==> config.mk <==
export PLATFORM = sky130hd
export DESIGN_NAME = condicionador_sensores
export DESIGN_NICKNAME = d
export VERILOG_FILES = /design/src/rtl/condicionador_sensores.sv
export SDC_FILE = /design/constraint.sdc
export NUM_CORES = 1
export LEC_CHECK = 0
export ABC_AREA = 1
export ABC_CLOCK_PERIOD_IN_PS = 4270
export BUFFER_PORTS_ARGS = -buffer_cell sky130_fd_sc_hd__buf_2
export CORE_MARGIN = 2
export CORE_UTILIZATION = 56
export CTS_BUF_LIST = sky130_fd_sc_hd__clkbuf_4 sky130_fd_sc_hd__clkbuf_8 sky130_fd_sc_hd__clkbuf_16
export CTS_CLUSTER_SIZE = 40
export DETAILED_ROUTE_END_ITERATION = 6
export GPL_ROUTABILITY_DRIVEN = 0
export HOLD_SLACK_MARGIN = 0.03
export MAX_ROUTING_LAYER = met4
export PLACE_DENSITY = 0.79
export SYNTH_ARGS = -nofsm -noshare
export SYNTH_HDL_FRONTEND = slang
export SYNTH_SLANG_ARGS = --single-unit
==> constraint.sdc <==
create_clock -name CLK -period 4.27 [get_ports CLK]
set_clock_uncertainty 0.1 [all_clocks]
set_input_delay 0.2135 -clock CLK [delete_from_list [all_inputs] [get_ports CLK]]
set_output_delay 0.2135 -clock CLK [all_outputs]
set_load 0.02 [all_outputs]
==> src/rtl/condicionador_sensores.sv <==
// -----------------------------------------------------------------------------
// condicionador_sensores
// Purpose : conditions six asynchronous sensor inputs for an irrigation
//           controller. Each input is synchronized (two flops) and debounced;
//           a startup machine qualifies the outputs once the filters have had
//           time to settle; an error machine flags a persistent inconsistency
//           between the tank level probes; a change pulse reports any update.
// Parameters:
//   DEB_CYCLES  consecutive disagreeing cycles before a filtered output flips (2..255)
//   ERR_CYCLES  persistence needed to enter and to leave the error condition (1..255)
// Ports:
//   CLK                        clock, rising edge
//   RST                        synchronous reset, active high
//   H_raw, M_raw, L_raw        raw level probes (async)
//   Us_raw, Ua_raw, T_raw      raw threshold flags (async)
//   H, M, L, Us, Ua, T         filtered outputs (registered)
//   Pronto                     filtered outputs qualified (registered)
//   ErroNivel                  level inconsistency, states ERR/REC (registered)
//   Mudou                      one-cycle pulse the cycle after a filtered change
// -----------------------------------------------------------------------------
module condicionador_sensores #(
    parameter int DEB_CYCLES = 16,
    parameter int ERR_CYCLES = 8
) (
    input  logic CLK,
    input  logic RST,
    input  logic H_raw,
    input  logic M_raw,
    input  logic L_raw,
    input  logic Us_raw,
    input  logic Ua_raw,
    input  logic T_raw,
    output logic H,
    output logic M,
    output logic L,
    output logic Us,
    output logic Ua,
    output logic T,
    output logic Pronto,
    output logic ErroNivel,
    output logic Mudou
);

    localparam int         NCH       = 6;
    localparam logic [8:0] DEB_LIM   = 9'(DEB_CYCLES);
    // DEB_CYCLES+2 can reach 257, so the startup count is one bit wider.
    localparam logic [8:0] START_LIM = 9'(DEB_CYCLES + 2);
    localparam logic [8:0] ERR_LIM   = 9'(ERR_CYCLES);

    // Channel order: 0=H 1=M 2=L 3=Us 4=Ua 5=T
    logic [NCH-1:0] raw_vec;
    logic [NCH-1:0] filt_vec;

    assign raw_vec = {T_raw, Ua_raw, Us_raw, L_raw, M_raw, H_raw};

    // -------------------------------------------------------------------------
    // Per-channel synchronizer + debounce filter
    // -------------------------------------------------------------------------
    genvar gi;
    generate
        for (gi = 0; gi < NCH; gi++) begin : g_ch
            logic       sync1_q;
            logic       sync2_q;
            logic       filt_q;
            logic       filt_d;
            logic [7:0] cnt_q;
            logic [7:0] cnt_d;
            logic [8:0] cnt_inc;

            always_comb begin
                cnt_inc = {1'b0, cnt_q} + 9'd1;
                filt_d  = filt_q;
                cnt_d   = cnt_q;
                if (sync2_q == filt_q) begin
                    cnt_d = '0;
                end else if (cnt_inc == DEB_LIM) begin
                    // The count would reach the limit: flip instead of storing it.
                    filt_d = ~filt_q;
                    cnt_d  = '0;
                end else if (cnt_q != 8'hFF) begin
                    cnt_d = cnt_inc[7:0];
                end
            end

            always_ff @(posedge CLK) begin
                if (RST) begin
                    sync1_q <= 1'b0;
                    sync2_q <= 1'b0;
                    filt_q  <= 1'b0;
                    cnt_q   <= '0;
                end else begin
                    sync1_q <= raw_vec[gi];
                    sync2_q <= sync1_q;
                    filt_q  <= filt_d;
                    cnt_q   <= cnt_d;
                end
            end

            assign filt_vec[gi] = filt_q;
        end
    endgenerate

    // -------------------------------------------------------------------------
    // Startup machine: Pronto rises DEB_CYCLES+2 cycles after reset release,
    // i.e. once a value present at release could have crossed the filters.
    // -------------------------------------------------------------------------
    typedef enum logic {
        ST_INIT = 1'b0,
        ST_RUN  = 1'b1
    } start_t;

    start_t     start_q;
    logic [8:0] start_cnt_q;
    logic       pronto_q;

    always_ff @(posedge CLK) begin
        if (RST) begin
            start_q     <= ST_INIT;
            start_cnt_q <= '0;
            pronto_q    <= 1'b0;
        end else begin
            case (start_q)
                ST_INIT: begin
                    if (start_cnt_q + 9'd1 == START_LIM) begin
                        start_q     <= ST_RUN;
                        start_cnt_q <= START_LIM;
                        pronto_q    <= 1'b1;
                    end else begin
                        start_cnt_q <= start_cnt_q + 9'd1;
                        pronto_q    <= 1'b0;
                    end
                end
                ST_RUN: begin
                    pronto_q <= 1'b1;
                end
                default: begin
                    start_q  <= ST_INIT;
                    pronto_q <= 1'b0;
                end
            endcase
        end
    end

    // -------------------------------------------------------------------------
    // Level-probe error machine
    // A probe above an inactive one (H without M, or M without L) is
    // physically impossible for a tank, so it points at a faulty probe.
    // -------------------------------------------------------------------------
    typedef enum logic [1:0] {
        ER_OK   = 2'd0,
        ER_SUSP = 2'd1,
        ER_ERR  = 2'd2,
        ER_REC  = 2'd3
    } err_t;

    err_t       err_q;
    logic [7:0] err_cnt_q;
    logic [8:0] err_cnt_p2;
    logic       erro_q;
    logic       incons;
    logic       err_run_done;

    assign incons = (filt_vec[0] & ~filt_vec[1]) | (filt_vec[1] & ~filt_vec[2]);

    // The cycle that entered SUSP/REC already saw the condition once, so the
    // persistence run is complete when count+2 reaches ERR_CYCLES.
    assign err_cnt_p2   = {1'b0, err_cnt_q} + 9'd2;
    assign err_run_done = (err_cnt_p2 >= ERR_LIM);

    always_ff @(posedge CLK) begin
        if (RST || !pronto_q) begin
            err_q     <= ER_OK;
            err_cnt_q <= '0;
            erro_q    <= 1'b0;
        end else begin
            case (err_q)
                ER_OK: begin
                    erro_q    <= 1'b0;
                    err_cnt_q <= '0;
                    if (incons) begin
                        err_q <= ER_SUSP;
                    end
                end
                ER_SUSP: begin
                    if (!incons) begin
                        err_q     <= ER_OK;
                        err_cnt_q <= '0;
                        erro_q    <= 1'b0;
                    end else if (err_run_done) begin
                        err_q     <= ER_ERR;
                        err_cnt_q <= '0;
                        erro_q    <= 1'b1;
                    end else begin
                        err_cnt_q <= (err_cnt_q == 8'hFF) ? err_cnt_q : err_cnt_q + 8'd1;
                        erro_q    <= 1'b0;
                    end
                end
                ER_ERR: begin
                    erro_q    <= 1'b1;
                    err_cnt_q <= '0;
                    if (!incons) begin
                        err_q <= ER_REC;
                    end
                end
                ER_REC: begin
                    if (incons) begin
                        err_q     <= ER_ERR;
                        err_cnt_q <= '0;
                        erro_q    <= 1'b1;
                    end else if (err_run_done) begin
                        err_q     <= ER_OK;
                        err_cnt_q <= '0;
                        erro_q    <= 1'b0;
                    end else begin
                        err_cnt_q <= (err_cnt_q == 8'hFF) ? err_cnt_q : err_cnt_q + 8'd1;
                        erro_q    <= 1'b1;
                    end
                end
                default: begin
                    err_q     <= ER_OK;
                    err_cnt_q <= '0;
                    erro_q    <= 1'b0;
                end
            endcase
        end
    end

    // -------------------------------------------------------------------------
    // Change pulse: compare the filtered outputs with their previous value, so
    // the pulse lands the cycle after the change and several simultaneous
    // channel flips merge into one pulse.
    // -------------------------------------------------------------------------
    logic [NCH-1:0] filt_dly_q;
    logic           mudou_q;

    always_ff @(posedge CLK) begin
        if (RST) begin
            filt_dly_q <= '0;
            mudou_q    <= 1'b0;
        end else begin
            filt_dly_q <= filt_vec;
            mudou_q    <= pronto_q & (|(filt_vec ^ filt_dly_q));
        end
    end

    assign H         = filt_vec[0];
    assign M         = filt_vec[1];
    assign L         = filt_vec[2];
    assign Us        = filt_vec[3];
    assign Ua        = filt_vec[4];
    assign T         = filt_vec[5];
    assign Pronto    = pronto_q;
    assign ErroNivel = erro_q;
    assign Mudou     = mudou_q;

endmodule

==> run summary, run 1 <==
Status: finished, final reports clean
Slew margin rel.: 66.30%
WS Path Type: flop to flop
Slew Limit Fails: 0
Total wire length: 8.889 mm
Final setup viols: 0
Die X: 96.08 µm
Final nets: 750
Syn Std Cell Area: 0.004748 mm²
Grt ovf: 0
TritonCTS clock tree: built
Crit path launch type: flop
Die area: 0.009231 mm²
Class of the worst hold path: input port to flop
Leak: 2.339 nW
Drt drc: 0
Starting Density: 57.79%
Clock buffer depth: 2
Die Height: 96.08 µm
Delay of the slowest critical-path stage: 0.42 ns
Count of different cell masters after synthesis: 32
Fin crit share: 42.49%
Vias: 4179
Post-CTS Setup Repair Bufs: 0
Tot Pwr: 1.481 mW
Storage cell area: 0.001882 mm²
Most frequent cells in the layout: nand2_1 (161), nor2_1 (125), inv_1 (107), dfxtp_1 (94), nand3_1 (48)
Core Region: 0.008217 mm²
Final non-filler cell total: 834
DRT Pass-1 Iters: 4
Pwr per Cell Area: 285.6 mW/mm²
RSZ-0062 raised after global routing: no
CP Data Arrival Time: 1.95 ns
Worst Hold Path Cells: 2
Reg clk slew, reported paths: 0.09 ns
Slowest cell on the critical path: dfxtp_1
# diodes: 0
IO buf count: 16
Placed cells: 812
Peak Freq: 551.2 MHz
Final ANT Viol Nets: 0
Slew @ Worst Pin: 0.5028 ns
Row count: 33
Syn. warnings: 0
Multi-input gate area in the final layout: 0.002445 mm²
Critical-path maximum fanout: 7
Worst setup EP type: flop
Global Route Usage Sum: 21.50%
Reg2reg path depth: 8
WL/cell: 10.66 µm
Final Hold Viols: 0
Minimum clock period: 1.814 ns
I/O Pins: 17
CTS root buf: clkbuf_8
Seq/Total Area, Yosys: 39.63%
Drt first-iter violations: 109
First-pass GRT wire length: 15.50 mm
Cells after Synth: 695
Detailed-placement wirelength estimate: 6.695 mm
Largest net degree at the start of global routing: 27
Worst Hold Path EP: filt_dly_q[3]
Worst-path cell chain: ha_1 -> nand2_1 -> inv_1 -> nand3_1 -> nor3_2 -> inv_1 -> nand2_1 -> a21oi_1
Most common cell after layout, fill and taps aside: nand2_1
Critical Path RT: 4.41 ns
Clock insertion delay at the later pin of the skew report: 0.36 ns
Reg-to-reg endpoint: g_ch[4].cnt_q[1]
Syn avg cell area: 6.832 µm²
Synth Register Bits: 94
CTS Buf Count: 9
Fin Setup TNS: 0 ns
R2r startpoint: g_ch[4].cnt_q[0]
Routed vias/inst: 5.011
Filler cells: 763
Reg-to-reg slack, setup: 2.46 ns
VDD IR-drop max: 208.8 µV
Initial antenna violation count: 0
Min-delay src: RST
Max-Cap Viols: 0
Number of global-route vias before repair: 3979
Ratio of cells with drive above 1 in the final layout: 8.642%
Htree depth: 3
Area delta synth->final: 9.196%
TritonCTS Sinks: 94
CP startpoint: g_ch[4].cnt_q[0]
[report_power, final]
part | switching [mW] | internal, mW
logic | 0.0267 | 0.0178
clock network | 0.310 | 0.231
registers | 0.00883 | 0.887
[sequential cells by signal (all words and copies together), names as in the netlist, named ones only]
register	flops
ErroNivel	1
H	1
L	1
M	1
Mudou	1
T	1
Ua	1
Us	1
err_cnt_q	8
err_q	1
filt_dly_q	6
g_ch.cnt_q	48
g_ch.sync1_q	6
g_ch.sync2_q	6
start_cnt_q	9
start_q	1
[layout make-up]
cell class | count | share of cell area (%)
tap | 105 | 2.534
multi-input combinational | 489 | 47.15
sequential | 94 | 36.29
clock inverter | 6 | 0.8446
inverter | 108 | 7.819
timing repair buffer | 22 | 2.703
clock buffer | 10 | 2.654
[cell usage after synthesis]
library cell	instances	share of area [%]
a211oi_1	1	0.16
a21oi_1	30	3.2
a21oi_2	1	0.18
and2_1	2	0.26
buf_1	1	0.079
buf_2	1	0.11
clkbuf_1	4	0.32
conb_1	1	0.079
dfxtp_1	94	40
ha_1	18	4.7
inv_1	107	8.5
inv_2	1	0.079
nand2_1	161	13
nand2_2	3	0.40
nand3_1	48	5.1
nand3_2	9	1.9
nand3b_1	2	0.32
nand4_1	13	1.7
nor2_1	125	9.9
nor2_2	9	1.2
nor3_1	2	0.21
nor3_2	2	0.42
nor3_4	2	0.69
nor4_1	2	0.26
o21a_1	3	0.47
o21ai_0	22	2.3
o21ai_1	2	0.21
o21bai_1	4	0.63
or2_1	1	0.13
or2_2	4	0.53
xnor2_1	7	1.3
xor2_1	13	2.4
[repair_timing]
action	4_1_cts	5_1_grt
hold buffers	6	0
endpoints found under the hold margin	6	0
gates resized for setup	0	0
[critical path, delay by kind of cell (launching register included)]
kind | cells | cell delay (ns)
DFF | 1 | 0.42
adders and majority gates | 1 | 0.21
buffers and inverters | 2 | 0.21
AOI/OAI and AO/OA | 1 | 0.07
and+or+nand+nor | 4 | 0.69
[kinds of logic (layout without fill, tap and decap cells)]
| logic type | count (synthesis) | after routing | synth area share (%) |
|---|---|---|---|
| other cells | 1 | 3 | 0.07898 |
| buf+inv | 114 | 146 | 9.038 |
| compound gates | 63 | 63 | 7.141 |
| flops | 94 | 94 | 39.63 |
| simple gates | 385 | 385 | 35.68 |
| xor+xnor | 20 | 20 | 3.689 |
| fa+ha+maj | 18 | 18 | 4.743 |
[worst max path at each step]
stage | end | slack (ns)
final | g_ch[4].cnt_q[1] | 2.46
after CTS | g_ch[2].cnt_q[5] | 2.44
after floorplan | g_ch[1].cnt_q[0] | 2.70
after global routing | g_ch[1].cnt_q[5] | 2.25
after global placement | g_ch[4].cnt_q[1] | 2.52
after detailed placement | g_ch[4].cnt_q[2] | 2.45
[per-layer routing]
layer  up-vias  part of all wire (%)  global-route usage, %
met5         -                     0                      -
met4         0                   1.1                  8.690
met3         9                   2.7                  3.681
met2        73                    51                  39.06
met1      1879                    45                  23.04
li1       2218                     -                      -
[per-stage QoR]
| stage | area (µm²) | hold slack [ns] | utilization, % | setup WS [ns] |
|---|---|---|---|---|
| after floorplan | 4756 | 0.2205 | - | 2.702 |
| after global placement | 4943 | 0.2921 | 60.16 | 2.524 |
| after detailed placement | 4943 | 0.2948 | 60.16 | 2.447 |
| after CTS | 5185 | 0.1811 | 63.10 | 2.441 |
| after global routing | 5185 | 0.2063 | 63.10 | 2.247 |
| final | 5185 | 0.1864 | 63.10 | 2.456 |
Power figures use the tool's default switching activity.
==> run 2, diff against run 1 <==
- ABC_CLOCK_PERIOD_IN_PS: 4270 -> 1900
- clock period: 4.27 -> 1.9 ns (I/O delays scaled with it)
==> run 2 against run 1 <==
Non-clock buffer count rose by 5. Die area did not move. Critical path type unchanged. Global-route usage about the same. Routed wire length grew 1.4%.
==> run summary, run 2 (synthesis results as in run 1) <==
Most frequent cells in the layout: nand2_1 (160), nor2_1 (125), inv_1 (107), dfxtp_1 (89), nand3_1 (48)
WL/cell: 10.76 µm (+0.93%)
Vias: 4150 (-0.69%)
Final ANT Viol Nets: 0 (unchanged)
Initial antenna violation count: 0 (unchanged)
Clock insertion delay at the later pin of the skew report: 0.35 ns (about the same)
Max-Cap Viols: 0 (unchanged)
Total wire length: 9.015 mm (+1.4%)
Most common cell after layout, fill and taps aside: nand2_1
Worst Hold Path EP: M
Slew Limit Fails: 0 (unchanged)
I/O Pins: 17 (unchanged)
Final Hold Viols: 0 (unchanged)
Worst setup EP type: flop
Ratio of cells with drive above 1 in the final layout: 10.50% (+1.9 points)
Gate power share: 3.1% (about the same)
Reg-to-reg endpoint: g_ch[2].cnt_q[6]
Class of the worst hold path: input port to flop
WP buf/inv: 1 (-1)
Met2 WL: 4.445 mm (-2.1%)
Status: finished, final reports clean
Number of global-route vias before repair: 3762 (-5.5%)
Sequential share of power: 58.5% (-2.0 points)
Routed vias/inst: 4.952 (-1.2%)
# diodes: 0 (unchanged)
Filler cells: 728 (-4.6%)
Die area: 0.009231 mm² (unchanged)
Worst Hold Path Cells: 4 (+2)
Fin crit share: 92.45% (+50 points)
R2r startpoint: g_ch[2].cnt_q[0]
Global Route Usage Sum: 21.47% (-0.023 points)
Row count: 33 (unchanged)
Pwr per Cell Area: 652.4 mW/mm² (+130%)
CTS Buf Count: 9 (unchanged)
First-pass GRT wire length: 15.40 mm (-0.63%)
Peak Freq: 569.3 MHz (+3.3%)
Delay of the slowest critical-path stage: 0.41 ns (about the same)
Internal power: 2.705 mW (+140%)
Post-Route M1 WL: 4.146 mm (+3.5%)
Slowest cell on the critical path: dfxtp_1
Levels on crit path: 8 (unchanged)
Critical Path RT: 2.04 ns (-2.37 ns)
Leak: 2.379 nW (+1.7%)
Top sig layer: met4
Storage cell area: 0.001888 mm² (+0.33%)
Htree depth: 3 (unchanged)
Fin Setup TNS: 0 ns (unchanged)
Critical-path maximum fanout: 8 (+1)
Reg2reg path depth: 8 (unchanged)
CTS root buf: clkbuf_8
Pre-CTS WS: 0.1341 ns (-2.313 ns)
Grt ovf: 0 (unchanged)
Met3 wire length: 278 µm (+16%)
Worst-path cell chain: ha_1 -> nand4_1 -> inv_1 -> nand3_1 -> a21oi_2 -> nand2_1 -> nand3_2 -> nor2_1
Detailed-placement wirelength estimate: 6.568 mm (-1.9%)
Area delta synth->final: 11.09%
Multi-input gate area in the final layout: 0.002475 mm² (+1.2%)
WS Path Type: flop to flop
Minimum clock period: 1.757 ns (-0.05759 ns)
CP Data Arrival Time: 1.90 ns (-0.05 ns)
Reg clk slew, reported paths: 0.09 ns (about the same)
TritonCTS Sinks: 94 (unchanged)
CP delay by family, top: simple AND/OR/NAND/NOR gates
Final setup viols: 0 (unchanged)
Final nets: 755 (+0.67%)
Finished Cell Area: 0.005275 mm² (+1.7%)
Die Height: 96.08 µm (unchanged)
Crit path launch type: flop
Drt drc: 0 (unchanged)
Clock Power Share: 38.4% (+1.9 points)
Die X: 96.08 µm (unchanged)
Largest net degree at the start of global routing: 25 (-7.4%)
Drt first-iter violations: 152 (+39%)
Tot Pwr: 3.441 mW (+130%)
Starting Density: 57.79% (unchanged)
Core Region: 0.008217 mm² (unchanged)
IO buf count: 16 (unchanged)
DRT Pass-1 Iters: 4 (unchanged)
Reg-to-reg slack, setup: 0.14 ns (-2.31 ns)
Post-Place Cell Area: 0.004974 mm² (+0.61%)
Sw power: 736.7 µW (+110%)
Clock buffer depth: 2 (unchanged)
Min-delay src: RST
Number of flip-flops in the largest register: 48 (unchanged)
Biggest register: g_ch.cnt_q
Sw frac: 21.41% (-1.9 points)
TritonCTS clock tree: built
Regs by FF count: g_ch.cnt_q x48, start_cnt_q x9, err_cnt_q x8
PnR worst setup slack: 0.1434 ns (-2.312 ns)
VDD IR-drop max: 431.7 µV (+110%)
-- run 2: cell types whose count changed in the layout (fill, tap and decap cells not counted), sizes merged --
cell	delta
bufinv	+1
clkinvlp	+1
clkinv	-3
clkbuf	+2
inv	-2
buf	+5
-- run 2: worst min-delay path: stages --
cell	delay (ns)
buf_2	0.11
inv_1	0.13
nand2_1	0.10
nor2_1	0.03
-- run 2: layout make-up --
| cell class | instances | area share [%] |
|---|---|---|
| Tap cell | 105 | 2.491 |
| Sequential cell | 94 | 35.79 |
| Timing Repair Buffer | 27 | 3.368 |
| Inverter | 108 | 7.685 |
| Clock inverter | 3 | 0.8539 |
| Multi-Input combinational cell | 489 | 46.92 |
| Clock buffer | 12 | 2.894 |
-- run 2: layer usage --
| layer | vias up | track usage [%] |
|---|---|---|
| met5 | - | - |
| met4 | 0 | 8.452 |
| met3 | 12 | 2.897 |
| met2 | 53 | 37.33 |
| met1 | 1861 | 25.04 |
| li1 | 2224 | - |
-- run 2: power groups by stage --
stage | clock network [mW] | logic (mW) | registers (mW)
final | 1.32 | 0.106 | 2.01
after global routing | 1.43 | 0.123 | 2.02
after CTS | 1.36 | 0.105 | 2.01
after detailed placement | 0 | 0.0945 | 2.06
after global placement | 0 | 0.0894 | 2.06
after floorplan | 0 | 0.0677 | 2.05
-- run 2: worst max path at each step --
| stage | end | slack (ns) | start |
|---|---|---|---|
| floorplan | g_ch[1].cnt_q[0] | 0.33 | g_ch[1].cnt_q[0] |
| global placement | g_ch[2].cnt_q[1] | 0.21 | g_ch[2].cnt_q[0] |
| detailed placement | g_ch[3].cnt_q[3] | 0.13 | g_ch[3].cnt_q[0] |
| CTS | g_ch[1].cnt_q[2] | 0.1 | g_ch[1].cnt_q[0] |
| global route | g_ch[2].cnt_q[6] | -0.02 | g_ch[2].cnt_q[0] |
| finish | g_ch[2].cnt_q[6] | 0.14 | g_ch[2].cnt_q[0] |
-- run 2: repair_timing --
item	4_1_cts	5_1_grt
setup endpoints to repair	0	40
endpoints found under the hold margin	6	0
hold buffers	6	0
resized for setup	0	13
buffers inserted	0	1
-- run 2: through the flow --
| stage | std cells | utilization, % | hold slack (ns) |
|---|---|---|---|
| floorplan | 697 | - | 0.1020 |
| detailed placement | 816 | 60.53 | 0.2030 |
| CTS | 837 | 63.67 | 0.04633 |
| global placement | 816 | 60.53 | 0.1949 |
| global route | 838 | 64.20 | 0.08238 |
| finish | 838 | 64.20 | 0.05314 |
==> run 3, diff against run 2 <==
- CTS_BUF_LIST: sky130_fd_sc_hd__clkbuf_4 sky130_fd_sc_hd__clkbuf_8 sky130_fd_sc_hd__clkbuf_16 -> sky130_fd_sc_hd__clkbuf_2
==> run 3 against run 2 <==
Die area stayed put. First-iteration DRC count down 36%. Utilization fell by 0.38 points. Sequential power about the same. Critical path depth stayed put. Worst setup slack gained 0.022 ns. Clock power fell by 29%. Register-to-register slack improved by 0.02 ns. Cell count up 0.84%. Combinational power grew 10%.
==> run summary, run 3 (synthesis results as in run 1) <==
Largest net degree at the start of global routing: 25 (unchanged)
Reg-to-reg slack, setup: 0.16 ns (+0.02 ns)
TritonCTS clock tree: built
CP Data Arrival Time: 2.07 ns (+0.17 ns)
Core Region: 0.008217 mm² (unchanged)
Drt drc: 0 (unchanged)
Worst Hold Path EP: g_ch[0].sync2_q
Max-Cap Viols: 0 (unchanged)
Grt ovf: 0 (unchanged)
Minimum clock period: 1.735 ns (-0.02152 ns)
Crit path launch type: flop
Post-Place Cell Area: 0.004974 mm² (unchanged)
Row count: 33 (unchanged)
Peak Freq: 576.3 MHz (+1.2%)
Finished Cell Area: 0.005244 mm² (-0.59%)
WS Path Type: flop to flop
Critical-path maximum fanout: 8 (unchanged)
Worst setup EP type: flop
Fin Setup TNS: 0 ns (unchanged)
Most common cell after layout, fill and taps aside: nand2_1
Htree depth: 3 (unchanged)
Reg2reg path depth: 8 (unchanged)
WHS: 0.3157 ns (+0.2625 ns)
Die area: 0.009231 mm² (unchanged)
Tot Pwr: 3.072 mW (-11%)
Total wire length: 8.964 mm (-0.57%)
# diodes: 0 (unchanged)
Final setup viols: 0 (unchanged)
Routed vias/inst: 4.941 (-0.23%)
Area delta synth->final: 10.43%
Critical Path RT: 2.24 ns (+0.20 ns)
Reg clk slew, reported paths: 0.23 ns (+0.14 ns)
R2r startpoint: g_ch[1].cnt_q[1]
Detailed-placement wirelength estimate: 6.568 mm (unchanged)
IO buf count: 16 (unchanged)
Number of global-route vias before repair: 3788 (+0.69%)
Status: finished, final reports clean
Clock buffer depth: 2 (unchanged)
Most frequent cells in the layout: nand2_1 (160), nor2_1 (125), inv_1 (107), dfxtp_1 (82), nand3_1 (48)
Slew Limit Fails: 0 (unchanged)
Leak: 2.393 nW (+0.58%)
Pwr per Cell Area: 585.8 mW/mm² (-10%)
DRT Pass-1 Iters: 4 (unchanged)
Biggest register: g_ch.cnt_q
TritonCTS Sinks: 94 (unchanged)
Worst Hold Path Cells: 2 (-2)
Clock insertion delay at the later pin of the skew report: 0.53 ns (+0.18 ns)
Fin crit share: 91.32% (-1.1 points)
Final ANT Viol Nets: 0 (unchanged)
Final Hold Viols: 0 (unchanged)
Min-delay src: g_ch[0].sync1_q
First-pass GRT wire length: 15.41 mm (about the same)
Initial antenna violation count: 0 (unchanged)
Drt first-iter violations: 98 (-36%)
CTS root buf: clkbuf_2
Final nets: 762 (+0.93%)
Die X: 96.08 µm (unchanged)
Starting Density: 57.79% (unchanged)
Regs by FF count: g_ch.cnt_q x48, start_cnt_q x9, err_cnt_q x8
Class of the worst hold path: flop to flop
Reg-to-reg endpoint: g_ch[1].cnt_q[0]
Die Height: 96.08 µm (unchanged)
VDD IR-drop max: 376.5 µV (-13%)
I/O Pins: 17 (unchanged)
Vias: 4175 (+0.60%)
Number of flip-flops in the largest register: 48 (unchanged)
WL/cell: 10.61 µm (-1.4%)
Ratio of cells with drive above 1 in the final layout: 10.68% (+0.17 points)
RSZ-0062 raised after global routing: no
CTS Buf Count: 9 (unchanged)
Global Route Usage Sum: 21.57% (+0.10 points)
## run 3: layout make-up
cell class | count | area, µm²
timing repair buffer | 34 | 247.7
inverter | 108 | 405.4
tap | 105 | 131.4
multi-input combinational | 489 | 2454
clock inverter | 4 | 48.80
fill | 731 | 2973
sequential | 94 | 1902
clock buffer | 11 | 55.05
## run 3: per-layer routing
layer	global-route usage, %	up-vias	wire [µm]
li1	-	2241	-
met1	25.18	1858	4223
met2	36.57	60	4327
met3	3.367	16	227
met4	9.643	0	185
met5	-	-	0
## run 3: worst max-delay path by stage
| stage | start | slack, ns | endpoint | cells past startpoint |
|---|---|---|---|---|
| 6_report | g_ch[1].cnt_q[1] | 0.16 | g_ch[1].cnt_q[0] | 8 |
| 5_1_grt | g_ch[5].cnt_q[1] | 0.004 | g_ch[5].cnt_q[2] | 10 |
| 4_1_cts | g_ch[3].cnt_q[0] | 0.10 | g_ch[3].cnt_q[3] | 9 |
| 3_5_place_dp | g_ch[3].cnt_q[0] | 0.13 | g_ch[3].cnt_q[3] | 9 |
| 3_3_place_gp | g_ch[2].cnt_q[0] | 0.21 | g_ch[2].cnt_q[1] | 8 |
| 2_1_floorplan | g_ch[1].cnt_q[0] | 0.33 | g_ch[1].cnt_q[0] | 8 |
## run 3: power by group
| group | internal, mW | switching, mW |
|---|---|---|
| Combinational | 0.0525 | 0.0641 |
| Sequential | 2.00 | 0.0196 |
| Clock | 0.302 | 0.633 |
## run 3: repair_timing
| action | in CTS | in global routing |
|---|---|---|
| hold endpoints to repair | 51 | 0 |
| setup endpoints to repair | 0 | 43 |
| hold buffers | 13 | 0 |
| setup buffers | 0 | 1 |
| gates resized for setup | 0 | 16 |
## run 3: through the flow
stage	setup slack, ns	util [%]	cells
after floorplan	0.3320	-	697
after global placement	0.2072	60.53	816
after detailed placement	0.1341	60.53	816
after CTS	0.1015	63.38	844
after global routing	0.004186	63.82	845
final	0.1649	63.82	845
## run 3: critical path, stage by stage (launching register included)
cell and delay, ns:
dfxtp_2 0.42, ha_1 0.23, nand3_1 0.11, nor2_1 0.11, nand4_1 0.10, a21oi_1 0.23
nand2_1 0.10, nand3_2 0.16, nor2_1 0.06
